**src/rtl/vga_pkg.sv**
```systemverilog
// Shared timing constants and helpers for the VGA raster generator.
// Default set is 800x600@72 Hz from a 50 MHz pixel clock.
package vga_pkg;

  localparam int COORD_W = 11;

  localparam int   DEF_H_ACTIVE = 800;
  localparam int   DEF_H_FP     = 56;
  localparam int   DEF_H_SYNC   = 120;
  localparam int   DEF_H_BP     = 64;
  localparam int   DEF_V_ACTIVE = 600;
  localparam int   DEF_V_FP     = 37;
  localparam int   DEF_V_SYNC   = 6;
  localparam int   DEF_V_BP     = 23;
  localparam logic DEF_H_POL    = 1'b1;
  localparam logic DEF_V_POL    = 1'b1;

  // One decoded raster sample; the output register holds exactly this.
  typedef struct packed {
    logic [COORD_W-1:0] x;
    logic [COORD_W-1:0] y;
    logic               active;
    logic               hsync;
    logic               vsync;
    logic               sof;
    logic               eof;
  } raster_t;

  function automatic int axis_total(int act, int fp, int sync, int bp);
    return act + fp + sync + bp;
  endfunction

  function automatic int sync_start(int act, int fp);
    return act + fp;
  endfunction

  function automatic int sync_end(int act, int fp, int sync);
    return act + fp + sync - 1;
  endfunction

endpackage

```
**src/rtl/vga_timing_gen_raster_axis_cnt.sv**
```systemverilog
// Modulo-MOD counter for one raster axis. wrap is combinational and only
// fires on an enabled cycle at the terminal count, so it can directly
// enable the next axis.
module raster_axis_cnt
  import vga_pkg::*;
#(
  parameter int MOD = 1040
) (
  input  logic               clk,
  input  logic               reset_n,
  input  logic               en,
  output logic [COORD_W-1:0] cnt,
  output logic               wrap
);

  localparam logic [COORD_W-1:0] LAST = COORD_W'(MOD - 1);

  assign wrap = en && (cnt == LAST);

  // Advance on enable, returning to zero after the terminal count.
  always_ff @(posedge clk or negedge reset_n) begin
    if (!reset_n)  cnt <= '0;
    else if (en)   cnt <= wrap ? '0 : cnt + 1'b1;
  end

endmodule

```
**src/rtl/vga_timing_gen.sv**
```systemverilog
// VGA raster timing generator: two cascaded axis counters, a decode of the
// current position, and a single output register so every output lines up.
module vga_timing_gen
  import vga_pkg::*;
#(
  parameter int   H_ACTIVE = DEF_H_ACTIVE,
  parameter int   H_FP     = DEF_H_FP,
  parameter int   H_SYNC   = DEF_H_SYNC,
  parameter int   H_BP     = DEF_H_BP,
  parameter int   V_ACTIVE = DEF_V_ACTIVE,
  parameter int   V_FP     = DEF_V_FP,
  parameter int   V_SYNC   = DEF_V_SYNC,
  parameter int   V_BP     = DEF_V_BP,
  parameter logic H_POL    = DEF_H_POL,
  parameter logic V_POL    = DEF_V_POL
) (
  input  logic                clk,
  input  logic                reset_n,
  input  logic                pix_en,
  output logic [COORD_W-1:0]  x,
  output logic [COORD_W-1:0]  y,
  output logic                active,
  output logic                hsync,
  output logic                vsync,
  output logic                sof,
  output logic                eof,
  output logic [15:0]         frame_cnt
);

  localparam int H_TOTAL = axis_total(H_ACTIVE, H_FP, H_SYNC, H_BP);
  localparam int V_TOTAL = axis_total(V_ACTIVE, V_FP, V_SYNC, V_BP);

  localparam logic [COORD_W-1:0] HA_C  = COORD_W'(H_ACTIVE);
  localparam logic [COORD_W-1:0] VA_C  = COORD_W'(V_ACTIVE);
  localparam logic [COORD_W-1:0] HS0_C = COORD_W'(sync_start(H_ACTIVE, H_FP));
  localparam logic [COORD_W-1:0] HS1_C = COORD_W'(sync_end(H_ACTIVE, H_FP, H_SYNC));
  localparam logic [COORD_W-1:0] VS0_C = COORD_W'(sync_start(V_ACTIVE, V_FP));
  localparam logic [COORD_W-1:0] VS1_C = COORD_W'(sync_end(V_ACTIVE, V_FP, V_SYNC));
  localparam logic [COORD_W-1:0] HL_C  = COORD_W'(H_ACTIVE - 1);
  localparam logic [COORD_W-1:0] VL_C  = COORD_W'(V_ACTIVE - 1);

  // Counters are COORD_W bits wide; larger rasters cannot be represented.
  if (H_TOTAL > (1 << COORD_W) || V_TOTAL > (1 << COORD_W)) begin : g_bad_totals
    $error("vga_timing_gen: H_TOTAL/V_TOTAL exceed counter range");
  end

  logic [COORD_W-1:0] hcnt, vcnt;
  logic               h_wrap;
  logic               v_wrap_unused;
  raster_t            nxt, out_q;

  raster_axis_cnt #(.MOD(H_TOTAL)) u_hcnt (
    .clk     (clk),
    .reset_n (reset_n),
    .en      (pix_en),
    .cnt     (hcnt),
    .wrap    (h_wrap)
  );

  raster_axis_cnt #(.MOD(V_TOTAL)) u_vcnt (
    .clk     (clk),
    .reset_n (reset_n),
    .en      (pix_en && h_wrap),
    .cnt     (vcnt),
    .wrap    (v_wrap_unused)
  );

  // Decode the current counter position into the next output sample.
  always_comb begin
    nxt        = '0;
    nxt.x      = hcnt;
    nxt.y      = vcnt;
    nxt.active = (hcnt < HA_C) && (vcnt < VA_C);
    nxt.hsync  = (hcnt >= HS0_C && hcnt <= HS1_C) ? H_POL : ~H_POL;
    nxt.vsync  = (vcnt >= VS0_C && vcnt <= VS1_C) ? V_POL : ~V_POL;
    nxt.sof    = (hcnt == '0) && (vcnt == '0);
    nxt.eof    = (hcnt == HL_C) && (vcnt == VL_C);
  end

  // Output register: load on enabled cycles; on stalls hold the raster but
  // drop the frame pulses so they never stretch. frame_cnt steps together
  // with the eof it accompanies.
  always_ff @(posedge clk or negedge reset_n) begin
    if (!reset_n) begin
      out_q       <= '0;
      out_q.hsync <= ~H_POL;
      out_q.vsync <= ~V_POL;
      frame_cnt   <= '0;
    end else if (pix_en) begin
      out_q <= nxt;
      if (nxt.eof) frame_cnt <= frame_cnt + 16'd1;
    end else begin
      out_q.sof <= 1'b0;
      out_q.eof <= 1'b0;
    end
  end

  assign x      = out_q.x;
  assign y      = out_q.y;
  assign active = out_q.active;
  assign hsync  = out_q.hsync;
  assign vsync  = out_q.vsync;
  assign sof    = out_q.sof;
  assign eof    = out_q.eof;

endmodule
```
**config.mk**
```make
export PLATFORM = sky130hd
export DESIGN_NAME = vga_timing_gen
export DESIGN_NICKNAME = d
export VERILOG_FILES = /design/src/rtl/vga_pkg.sv /design/src/rtl/vga_timing_gen_raster_axis_cnt.sv /design/src/rtl/vga_timing_gen.sv
export SDC_FILE = /design/constraint.sdc
export NUM_CORES = 1
export LEC_CHECK = 0
export CAP_MARGIN = 10
export CORE_ASPECT_RATIO = 1.2
export CORE_MARGIN = 1.5
export CORE_UTILIZATION = 38
export CTS_CLUSTER_DIAMETER = 40
export DETAILED_ROUTE_END_ITERATION = 7
export GPL_ROUTABILITY_DRIVEN = 0
export PLACE_DENSITY = 0.61
export SLEW_MARGIN = 10
export SYNTH_ARGS = -nofsm -noshare
export SYNTH_HDL_FRONTEND = slang
export SYNTH_HIERARCHICAL = 1
export SYNTH_SLANG_ARGS = --single-unit
```
**constraint.sdc**
```tcl
create_clock -name clk -period 3.4 [get_ports clk]
set_input_delay 0.68 -clock clk [delete_from_list [all_inputs] [get_ports clk]]
set_output_delay 0.68 -clock clk [all_outputs]
set_load 0.1 [all_outputs]
```
# ---- Word-level counts from Yosys, hierarchy flattened
# Cells that the tools add are included.
dict set report word_totals {
  output_inout_bits 43
  ff_bits 65
  elab_cells 39
}
dict set report classes {
  n_lt_le_gt_ge 6
  add_sub_neg 3
  n_reduce_logical 11
  eq_ne 4
  muxes 5
}
# op n
set ops {}
lappend ops {{== test 11 x 10 -> 1 bit (second input constant)} 3}
lappend ops {{adder 11 x 1 -> 11 bit (second input constant)} 2}
lappend ops {{greater-or-equal comparator 11 x 10 -> 1 bit (second input constant)} 2}
lappend ops {{less-or-equal comparator 11 x 10 -> 1 bit (second input constant)} 2}
lappend ops {{zero test 11 bit} 2}
lappend ops {{less-than comparator 11 x 10 -> 1 bit (second input constant)} 2}
lappend ops {{2-to-1 mux 11 bit} 2}
lappend ops {{adder 16 x 1 -> 16 bit (second input constant)} 1}
lappend ops {{== test 11 bit (second input constant)} 1}
lappend ops {{logical AND 1 bit} 8}
lappend ops {{2-to-1 mux 1 bit} 2}
lappend ops {{2-to-1 mux 2 bit} 1}
lappend ops {{AND reduction 2 bit} 1}

# ---- Depth between registers and ports, before layout
dict set report depth {
  ltp_word 5
  depth_mapped 8
  depth_no_buf 7
}

# ---- Hierarchy
# Netlist, hierarchy kept.
# module instances area_each_um2 cells_each
set modules_own_cells {}
lappend modules_own_cells {vga_timing_gen 1 2063.2 165}
lappend modules_own_cells {{raster_axis_cnt (u_vcnt)} 1 579.3 54}
lappend modules_own_cells {{raster_axis_cnt (u_hcnt)} 1 556.8 51}

# ---- Worst setup path after synthesis
# No wires, ideal clock.
dict set report synth_timing {
  path_type {flip-flop to flip-flop}
  start {register u_hcnt.cnt[5]}
  end {register u_vcnt.cnt[0]}
  t_arrival_ns 2.310
  period_less_slack_ns 2.450
  setup_ns 0.140
  t_required_ns 3.260
  path_slack_ns 0.950
  path_stages_with_launch 8
  cell_sequence {dfrtp_1 or4b_4 nor4_4 and2_1 buf_4 nand4bb_1 nor4_4 o21ai_0}
}
dict set report synth_via {
  elab_chain_cells 5
}
# element line_no
set synth_lines {}
lappend synth_lines {{from (decl)} vga_timing_gen_raster_axis_cnt.sv:12} ;# output logic [COORD_W-1:0] cnt,
lappend synth_lines {{from (signal assigned)} vga_timing_gen_raster_axis_cnt.sv:23} ;# else if (en) cnt <= wrap ? '0 : cnt + 1'b1;
lappend synth_lines {{== test 11 bit} vga_timing_gen_raster_axis_cnt.sv:18} ;# assign wrap = en && (cnt == LAST);
lappend synth_lines {{logical AND 1 bit} vga_timing_gen_raster_axis_cnt.sv:18}
lappend synth_lines {{named net h_wrap} vga_timing_gen.sv:48} ;# logic h_wrap;
lappend synth_lines {{logical AND 1 bit} vga_timing_gen.sv:63} ;# .en (pix_en && h_wrap),
lappend synth_lines {{logical AND 1 bit} vga_timing_gen_raster_axis_cnt.sv:18}
lappend synth_lines {{named net v_wrap_unused} vga_timing_gen.sv:49} ;# logic v_wrap_unused;
lappend synth_lines {{2-to-1 mux 11 bit} vga_timing_gen_raster_axis_cnt.sv:23}
lappend synth_lines {{to (signal assigned)} vga_timing_gen_raster_axis_cnt.sv:23}
lappend synth_lines {{to (decl)} vga_timing_gen_raster_axis_cnt.sv:12}
# The timed path passes the listed nets, and every way through them passes these cells.
# A chain may end at the register's enable or synchronous reset.

# ---- Worst setup path after layout
dict set report layout_timing {
  start {register frame_cnt[15]}
  end {output frame_cnt[15]}
}
# element line_no
set layout_rtl {}
lappend layout_rtl {{from (decl)} vga_timing_gen.sv:27} ;# output logic [15:0] frame_cnt
lappend layout_rtl {{from (signal assigned)} vga_timing_gen.sv:91} ;# if (nxt.eof) frame_cnt <= frame_cnt + 16'd1;
# No word-level cell between the ends.

==> flow_metrics.env <==
export IMPL_first_pass_iters=4
export IMPL_skew_ns=0.01167
export IMPL_clk_pin_slew_ns=0.07
export IMPL_dp_hpwl_mm=4.521
export IMPL_p_sw_uw=783.6
export IMPL_fin_nets=332
export IMPL_avgSynthCellArea_um2=11.85
export IMPL_worstSetupStartpointType="flip-flop"
export IMPL_antenna_found_initial=0
export IMPL_path_buf_inv=1
export IMPL_slew_viol_final=0
export IMPL_crit_path_max_fanout=2
export IMPL_fmax_mhz=396.8
export IMPL_period_share=0.7412
export IMPL_synthToLayoutAreaGrowth_pct=21.24
export IMPL_yosys_area_top_type="dfrtp_1"
export IMPL_finalSetupViolCount=0
export IMPL_synth_distinct_cells=48
export IMPL_finalHoldViolations=0
export IMPL_diodes=0
export IMPL_cts_buffer_depth=2
export IMPL_cts_made_buffers=9
export IMPL_clock_sinks=65
export IMPL_power_frac_seq=0.450
export IMPL_endpoint="frame_cnt[15]"
export IMPL_setup_worst_path_start="frame_cnt[15]"
export IMPL_cts_tree="yes"
export IMPL_die_width_um=86.76
export IMPL_r2r_end="u_vcnt/cnt[7]"
export IMPL_max_stage_delay_ns=1.14
export IMPL_clk_latency_ns=0.34
export IMPL_ir_worst_vdd_uv=372.6
export IMPL_cts_root_buffer="clkbuf_8"
export IMPL_grt_pass1_wl_mm=11.94
export IMPL_syn_num_nets=277
export IMPL_htree_num_levels=3
export IMPL_ys_flop_type="dfrtp_1"
export IMPL_crit_arrival_ns=1.84
export IMPL_syn_instance_count=270
export IMPL_crit_path_end_kind="primary output"
export IMPL_num_vias=2298
export IMPL_ant_nets=0
export IMPL_async_flop_share=1.000
export IMPL_worstPathRequired_ns=2.72
export IMPL_design_die_area_mm2=0.008981
export IMPL_pre_cts_ws_ns=0.6654
export IMPL_synth_warnings=6
export IMPL_overflow=0
export IMPL_period_minus_slack_ns=2.520
export IMPL_power_density_mw_per_mm2=555.9
export IMPL_status="complete, no violations"
export IMPL_tns_ns=0
export IMPL_cp_slowest_cell="clkdlybuf4s50_1"
export IMPL_criticalPathCategory="flip-flop to primary output"
export IMPL_relSlewSlack=0.3526
export IMPL_worst_pin_slew_ns=0.9680
export IMPL_io_pins=46
export IMPL_yosysTopAreaCellShare=0.5084
export IMPL_coreArea_mm2=0.008153
export IMPL_maxCapViolCount=0
export IMPL_hold_class="primary input to async pin"
export IMPL_portBuffers=45
export IMPL_cts_setup_buffers=0
export IMPL_grt_usage=0.1674
export IMPL_drcViolationCount=0
export IMPL_post_cts_resize_count=0
export IMPL_synth_area_leaders="dfrtp_1 (51%), mux2_2 (8.1%), xor2_1 (6.6%)"
export IMPL_totalWireLength_mm=6.717
export IMPL_worst_r2r_setup_slack_ns=0.89
export IMPL_crit_cells=1
export IMPL_internal_power_uw=1373
export IMPL_cts_hold_buf=0
export IMPL_drtIter0Drc=135
export IMPL_combinationalPowerShare=0.249
export IMPL_drive_gt1_frac=0.3009
export IMPL_synth_most_common_cell="dfrtp_1"
export IMPL_initial_utilization=0.3924
export IMPL_swShare=0.3634
export IMPL_worstReg2RegStart="u_hcnt/cnt[5]"
export IMPL_p_leak_uw=0.001830
export IMPL_worstPathCellList="clkdlybuf4s50_1"
export IMPL_die_height_um=103.5
export IMPL_grt_max_degree=43
export IMPL_ys_seq_area_frac=0.5084
export IMPL_netlist_top_cells_count="dfrtp_1 (65), xor2_1 (24), mux2_2 (23)"
export IMPL_routed_via_density=5.187
export IMPL_post_drt_wl_per_cell_um=15.16
export IMPL_first_global_vias=2307
export IMPL_yosys_register_bits=65
export IMPL_std_cell_rows=36
export IMPL_rsz0062_at_grt="false"
export IMPL_fin_ws_ns=0.8798
export IMPL_synth_edf_count=0
export IMPL_critPathTopFamily="buffers and inverters"
export IMPL_synth_area_mm2=0.003199
export IMPL_reg2reg_depth=7
export IMPL_p_clk_frac=0.301
-- cells in the final DEF (no fill, tap or decap), types with 2 or more instances in the layout --
master	Yosys	layout
ha_1	4	4
nor3_1	7	7
and3_1	3	3
o211ai_1	2	2
nand4_1	8	8
nor4_1	11	11
clkbuf_8	0	11
mux2_2	23	23
inv_1	6	6
xnor2_1	5	5
clkinv_2	0	2
nor2_1	15	15
o21ai_0	6	6
and4bb_2	2	2
a21oi_1	5	5
and4_1	4	4
nand3_1	14	14
nand4b_1	2	2
xor2_1	24	24
nor4_4	4	4
o22ai_1	2	2
nor3b_1	2	2
or3_1	2	2
nand2_1	18	18
nand4_4	2	2
nand2b_1	5	5
buf_4	2	43
clkdlybuf4s50_1	0	7
o2bb2ai_1	2	2
dfrtp_1	65	65
or2_2	2	2
-- final cells by class --
| type | count | area (µm²) |
|---|---|---|
| clock buffer | 12 | 155.1 |
| clock inverter | 3 | 40.04 |
| fill | 773 | 4274 |
| inverter | 6 | 22.52 |
| multi-input combinational | 192 | 1494 |
| sequential | 65 | 1627 |
| tap | 114 | 142.6 |
| timing repair buffer | 51 | 397.9 |
-- worst min-delay path by stage --
stage                              from            end  slack, ns  depth (start not counted)
after CTS                       reset_n          x[10]       0.34                          2
after detailed placement  frame_cnt[15]  frame_cnt[15]       0.46                          1
final                           reset_n          x[10]       0.33                          2
after floorplan                 reset_n         active       0.38                          0
after global placement    frame_cnt[15]  frame_cnt[15]       0.46                          1
after global routing            reset_n          x[10]       0.35                          2
-- sequential cells by signal, summed over array words and instances, names as in the netlist --
register / cells
y: 11
x: 11
vsync: 1
sof: 1
hsync: 1
u_vcnt/cnt: 11
u_hcnt/cnt: 11
eof: 1
frame_cnt: 16
active: 1
-- routing by layer --
metal,GRT usage,part of all wire
met1,0.2368,0.48
met2,0.2511,0.47
met3,0.03108,0.039
met4,0.06912,0.016
met5,0,0
-- stage by stage --
stage                     utilization  cells  hold WS [ns]  instance area (µm²)  power [µW]
after floorplan                     -    270        0.3844                 3199        1376
after global placement         0.4518    428        0.4575                 3684        1523
after detailed placement       0.4518    428        0.4622                 3684        1529
after CTS                      0.4758    443        0.3363                 3879        2182
after global routing           0.4758    443        0.3501                 3879        2267
final                          0.4758    443        0.3288                 3879        2156
-- power by group through the flow --
stage | Clock (µW) | Combinational, µW | Sequential (µW)
2_1_floorplan | 0 | 159 | 1220
3_3_place_gp | 0 | 536 | 986
3_5_place_dp | 0 | 539 | 989
4_1_cts | 666 | 540 | 975
5_1_grt | 708 | 570 | 989
6_report | 649 | 536 | 971
-- logic make-up (layout without fill, tap and decap cells) --
| kind of cell | after synthesis | in the layout | share of synthesized area |
|---|---|---|---|
| and+or+nand+nor | 113 | 113 | 0.2421 |
| adders and majority gates | 4 | 4 | 0.01564 |
| xor gates and xnor gates | 29 | 29 | 0.07939 |
| DFF | 65 | 65 | 0.5084 |
| buffers and inverters | 13 | 72 | 0.02464 |
| AOI/OAI and AO/OA | 22 | 22 | 0.04419 |
| muxes | 24 | 24 | 0.08565 |
Note: power is estimated with default switching activity, not from simulation.
==> edit 1: new RTL, config.mk and constraints unchanged <==
Compare `cnt` against `LAST` with >= in place of ==.
--- a/src/rtl/vga_timing_gen_raster_axis_cnt.sv
+++ b/src/rtl/vga_timing_gen_raster_axis_cnt.sv
@@ -16,5 +16,5 @@
   localparam logic [COORD_W-1:0] LAST = COORD_W'(MOD - 1);
 
-  assign wrap = en && (cnt == LAST);
+  assign wrap = en && (cnt >= LAST);
 
   // Advance on enable, returning to zero after the terminal count.
Function: same outputs for any inputs over 10 cycles, from zero or initial values and one cycle with reset_n low; that may be too few to reach the edited logic, so the function may still have changed.
==> edit 1 against the unedited design <==
Combinational power up 0.7%. Global-route usage up 0.076 points. Setup slack worse by 130 ps. Synthesized area up 4.4%. Sequential cell count unchanged. Cell area up 3.1%. Total power down 4.3%. Routed wire length up 9.1%. Core utilization down 0.88 points. Critical endpoint is now u_vcnt/cnt[5].
==> edit 1: results (changes against the unedited design) <==
The commonest cells after synthesis are sky130_fd_sc_hd__dfrtp_1, sky130_fd_sc_hd__mux2_2, sky130_fd_sc_hd__nor2_1. The measured slew at the worst slew-check pin came to 971 ps (+2.63 ps). The net count of the mapped netlist is 304 (+9.7%). The critical path data arrival time is 2900 ps (+1060 ps). The logic depth of the worst register-to-register path came out at 10 (+3). The detailed-router iteration count before antenna repair is 4 (unchanged). The global-route usage over all layers came out at 16.8% (+0.076 points). The number of vias after detailed routing came out at 2,492 (+8.4%). The average wire length per cell after detail routing came out at 15.5 µm (+2.4%).

STA classifies the critical path startpoint as a register. Ranked by total cell area, the synthesized netlist is headed by sky130_fd_sc_hd__dfrtp_1, sky130_fd_sc_hd__mux2_2, sky130_fd_sc_hd__xor2_1. The number of design-rule violations left by the first detailed-router iteration was 220 (+63%). The routing usage on met2 came out at 25.5% (+0.41 points). The initial antenna violation count is 0 (unchanged). The number of buffers created by CTS is 9 (unchanged). The clock-pin transition on the worst setup and hold timing paths was 70 ps (about the same). The register area share after synthesis is 48.7% (-2.2 points). The worst register-to-register path ends at u_vcnt/cnt[5]. The global routing usage on met1 came to 23.7% (+0.052 points). The number of H-tree branching levels is 3 (unchanged).

The met3 global-route usage is 4.15% (+1.0 points). frame_cnt holds more flip-flops than any other register. The worst slack at placement is 597 ps (-68.2 ps). The worst setup path is captured at a register. The proportion of layout cells with a drive suffix above 1 came out at 28.5% (-1.6 points). The latest clock arrival within the worst-skew pair is 340 ps (about the same). The number of buffers between clock root and the deepest sink came out at 2 (unchanged). The mean post-synth cell area is 11.2 µm² (-5.1%). The share of async-settable or async-resettable flops after synthesis was 100% (unchanged).

The flip-flop count of the largest register after layout came out at 16 (unchanged). The maximum number of pins on one net before global-route repair is 28 (-35%). The run finished with clean final reports.

The post-placement cell count was 456 (+6.5%). The setup fix buffers added after clock tree synthesis came out at 0 (unchanged). The startpoint identified for the worst register-to-register timing path is u_hcnt/cnt[1]. The final critical delay including setup and external delays is 2650 ps (+128 ps).

The overall routed net length is 7.33 mm (+9.1%). The antenna cell count came out at 0 (unchanged). The count of synthesis-stage warnings from yosys came out at 6 (unchanged). The static power due to leakage is 1.78 nW (-2.9%).

The number of global-route vias before repair came to 2,442 (+5.9%). The number of antenna-violating nets in the routed design came out at 0 (unchanged). The reg-to-reg setup timing slack was 750 ps (-140 ps). The maximum clock skew at final layout came to 11.5 ps (-0.169 ps). The wire length of the first global-routing pass came to 12.3 mm (+3.1%). The type of the tightest min-delay check is in -> async.

The number of nets in the finished design is 357 (+7.5%). The maximum fanout count along the critical path was 9 (+7). Following the worst setup path forward leads to its endpoint at u_vcnt/cnt[5]. The quantity of gates resized following cts is 0 (unchanged). The detailed-placement wirelength estimate is 4.91 mm (+8.5%). The buffer cell driving the clock tree root is sky130_fd_sc_hd__clkbuf_8. The worst-case vdd ir drop came out at 0.000443 V (+19%).

The count of unique library cells instantiated by Yosys is 60 (+25%). The count of input and output buffers is 45 (unchanged). The filler cell count in the final layout is 810 (+4.8%).
## edit 1: cell types whose count changed in the layout (fill, tap and decap cells not counted), moves of 3 or more
cell and delta:
sky130_fd_sc_hd__o21ai_1 +3, sky130_fd_sc_hd__a31oi_1 +3, sky130_fd_sc_hd__clkdlybuf4s50_1 +3, sky130_fd_sc_hd__nand2b_1 -3
sky130_fd_sc_hd__xor2_1 -11, sky130_fd_sc_hd__inv_1 +8, sky130_fd_sc_hd__buf_4 -4, sky130_fd_sc_hd__xnor2_1 +6
sky130_fd_sc_hd__nor2_1 +4, sky130_fd_sc_hd__nor3_1 +4
## edit 1: final cells by class
class                      count  area (µm²)  area share (%)
sequential                    65        1630            40.7
inverter                      14        52.6            1.31
timing repair buffer          50         398            9.95
tap                          117         146            3.66
clock inverter                 7        47.5            1.19
clock buffer                   9         124            3.10
multi-input combinational    210        1600            40.1
## edit 1: through the flow
step	area (µm²)	total power, W
after global placement	3830	0.00151
after floorplan	3340	0.00137
after CTS	4000	0.00208
final	4000	0.00206
after global routing	4000	0.00217
after detailed placement	3830	0.00151
## edit 1: metal layers
layer | share of wire (%) | wire [µm]
met4 | 0.42 | 31
met3 | 4.9 | 362
met1 | 47 | 3470
met2 | 47 | 3470
met5 | 0 | 0
## edit 1: power by group
part           internal [W]  leakage (nW)  switching (W)
Sequential         0.000840         0.809       0.000120
Combinational      0.000155         0.883       0.000384
Clock              0.000262        0.0850       0.000302
## edit 1: kinds of logic after synthesis
| family | after synthesis | share of synthesized area [%] |
|---|---|---|
| flip-flops | 65 | 48.7 |
| adder cells (fa/ha/maj) | 4 | 1.50 |
| AO/OA/AOI/OAI | 37 | 8.88 |
| AND/OR/NAND/NOR | 120 | 23.0 |
| XOR/XNOR | 24 | 6.29 |
| multiplexers | 25 | 8.35 |
| buffers and inverters | 22 | 3.30 |
## edit 1: worst min-delay path by stage
| stage | end | slack, ps |
|---|---|---|
| floorplan | active | 380 |
| global placement | frame_cnt[15] | 460 |
| detailed placement | frame_cnt[15] | 460 |
| CTS | u_vcnt/cnt[7] | 270 |
| global route | u_vcnt/cnt[7] | 290 |
| finish | u_vcnt/cnt[7] | 270 |
## edit 1: critical path: stages (launching register included)
cell                       delay [ps]
sky130_fd_sc_hd__dfrtp_1          530
sky130_fd_sc_hd__ha_1             310
sky130_fd_sc_hd__a21oi_1           70
sky130_fd_sc_hd__o211ai_2         230
sky130_fd_sc_hd__nor2b_4          310
sky130_fd_sc_hd__and2_1           270
sky130_fd_sc_hd__buf_4            200
sky130_fd_sc_hd__inv_1            100
sky130_fd_sc_hd__nor4_1           280
sky130_fd_sc_hd__nand3_1          150
sky130_fd_sc_hd__o221ai_2         110
==> edit 2: new RTL, config.mk and constraints unchanged <==
Without the edit above. Change the package constant `COORD_W` from 11 to 13.
--- a/src/rtl/vga_pkg.sv
+++ b/src/rtl/vga_pkg.sv
@@ -3,5 +3,5 @@
 package vga_pkg;
 
-  localparam int COORD_W = 11;
+  localparam int COORD_W = 13;
 
   localparam int   DEF_H_ACTIVE = 800;
Ports: changed (resized x and y); port bits go from 46 to 50. The function was not compared with the original's and may differ.
==> edit 2 against the unedited design <==
Setup slack worse by 240 ps. Routed wire length up 11%. Clock skew decreased by 2.3 ps. Sequential share of layout area is 0.72 points lower. Fmax is 8.6% lower. Cell area grew 14%. Synthesized area up 14%. Clock power grew 49%. Total power rose by 25%. Sequential cell count increased by 8. Non-clock buffer count up 3. Global-route usage shrank 1.1 points. Register-to-register slack worse by 250 ps. Largest power group unchanged.
==> edit 2: results (changes against the unedited design) <==
The wire length on met1 was 3.57 mm (+11%). The worst-case vdd ir drop is 0.000377 V (+1.0%). The critical path data arrival time is 2990 ps (+1150 ps). The wire length on met3 is 268 µm (+3.1%). The detailed-placement wirelength estimate was 5.01 mm (+11%). The flow ran to the end, and the final reports show no timing, DRC or antenna violations. The global routing usage on met1 is 21.7% (-2.0 points). The type of the tightest min-delay check is reg -> reg.

Ranked by total cell area, the synthesized netlist is headed by sky130_fd_sc_hd__dfrtp_1, sky130_fd_sc_hd__mux2_2, sky130_fd_sc_hd__xor2_1. The register area share after synthesis came out at 50.2% (-0.65 points). The number of vias after detailed routing came out at 2,612 (+14%).

The area share of buffers outside the clock network came out at 9.32% (-0.94 points). The non-clock buffer total of the final layout came out at 54 (+5.9%). The maximum clock skew at final layout came to 9.39 ps (-2.28 ps).

The met3 global-route usage came out at 3.29% (+0.18 points). The filler cell count in the final layout is 829 (+7.2%). The net count of the mapped netlist came to 321 (+16%). The met2 routed wirelength was 3.55 mm (+13%). The fraction of synthesized cell area in xor and xnor cells came out at 7.94% (about the same). The share of synthesized area spent on multiplexers came out at 9.04% (+0.48 points). The count of input and output buffers is 49 (+8.9%).

Sorting the synthesized cells by how often they occur yields sky130_fd_sc_hd__dfrtp_1, sky130_fd_sc_hd__xor2_1, sky130_fd_sc_hd__mux2_2, sky130_fd_sc_hd__nand2_1, sky130_fd_sc_hd__nand3_1. The sequential standard cell area came out at 1830 µm² (+12%). The maximum number of pins on one net before global-route repair came out at 74 (+72%). The multi-input gate count came out at 225 (+17%). The wire length of the first global-routing pass came to 12.5 mm (+4.3%).

The count of unique library cells instantiated by Yosys is 51 (+6.3%). The post-synthesis compound-gate area fraction is 3.51% (-0.91 points). The clock buffer instance count of the final layout was 11 (-1). The largest stage delay on the critical path is 600 ps (-540 ps).

The adder-cell area share of the yosys netlist is 1.38% (-0.19 points). The proportion of layout cells with a drive suffix above 1 came to 30.5% (+0.39 points).
## edit 2: path summary, 6_finish.rpt
check / depth (start not counted) / start / end / slack [ps]
worst min register to register: 1 / frame_cnt[15] / frame_cnt[15] / 470
worst min-delay path: 1 / frame_cnt[15] / frame_cnt[15] / 470
worst max-delay path: 7 / u_hcnt/cnt[7] / u_vcnt/cnt[0] / 640
worst max register to register: 7 / u_hcnt/cnt[7] / u_vcnt/cnt[0] / 640
max in group asynchronous: 2 / reset_n / y[11] / 2250
min in group asynchronous: 2 / reset_n / frame_cnt[0] / 560
## edit 2: stage by stage
stage / instances / cell area, µm² / hold WS (ps)
after floorplan: 314 / 3640 / 384
after global placement: 478 / 4140 / 461
after detailed placement: 478 / 4140 / 466
after CTS: 494 / 4430 / 481
after global routing: 494 / 4430 / 504
final: 494 / 4430 / 471
## edit 2: power by group
part           internal [W]  total, W  switching [W]
Clock              0.000656  0.000965       0.000309
Combinational      0.000180  0.000667       0.000487
Sequential         0.000955   0.00107       0.000116
Total               0.00179   0.00270       0.000912
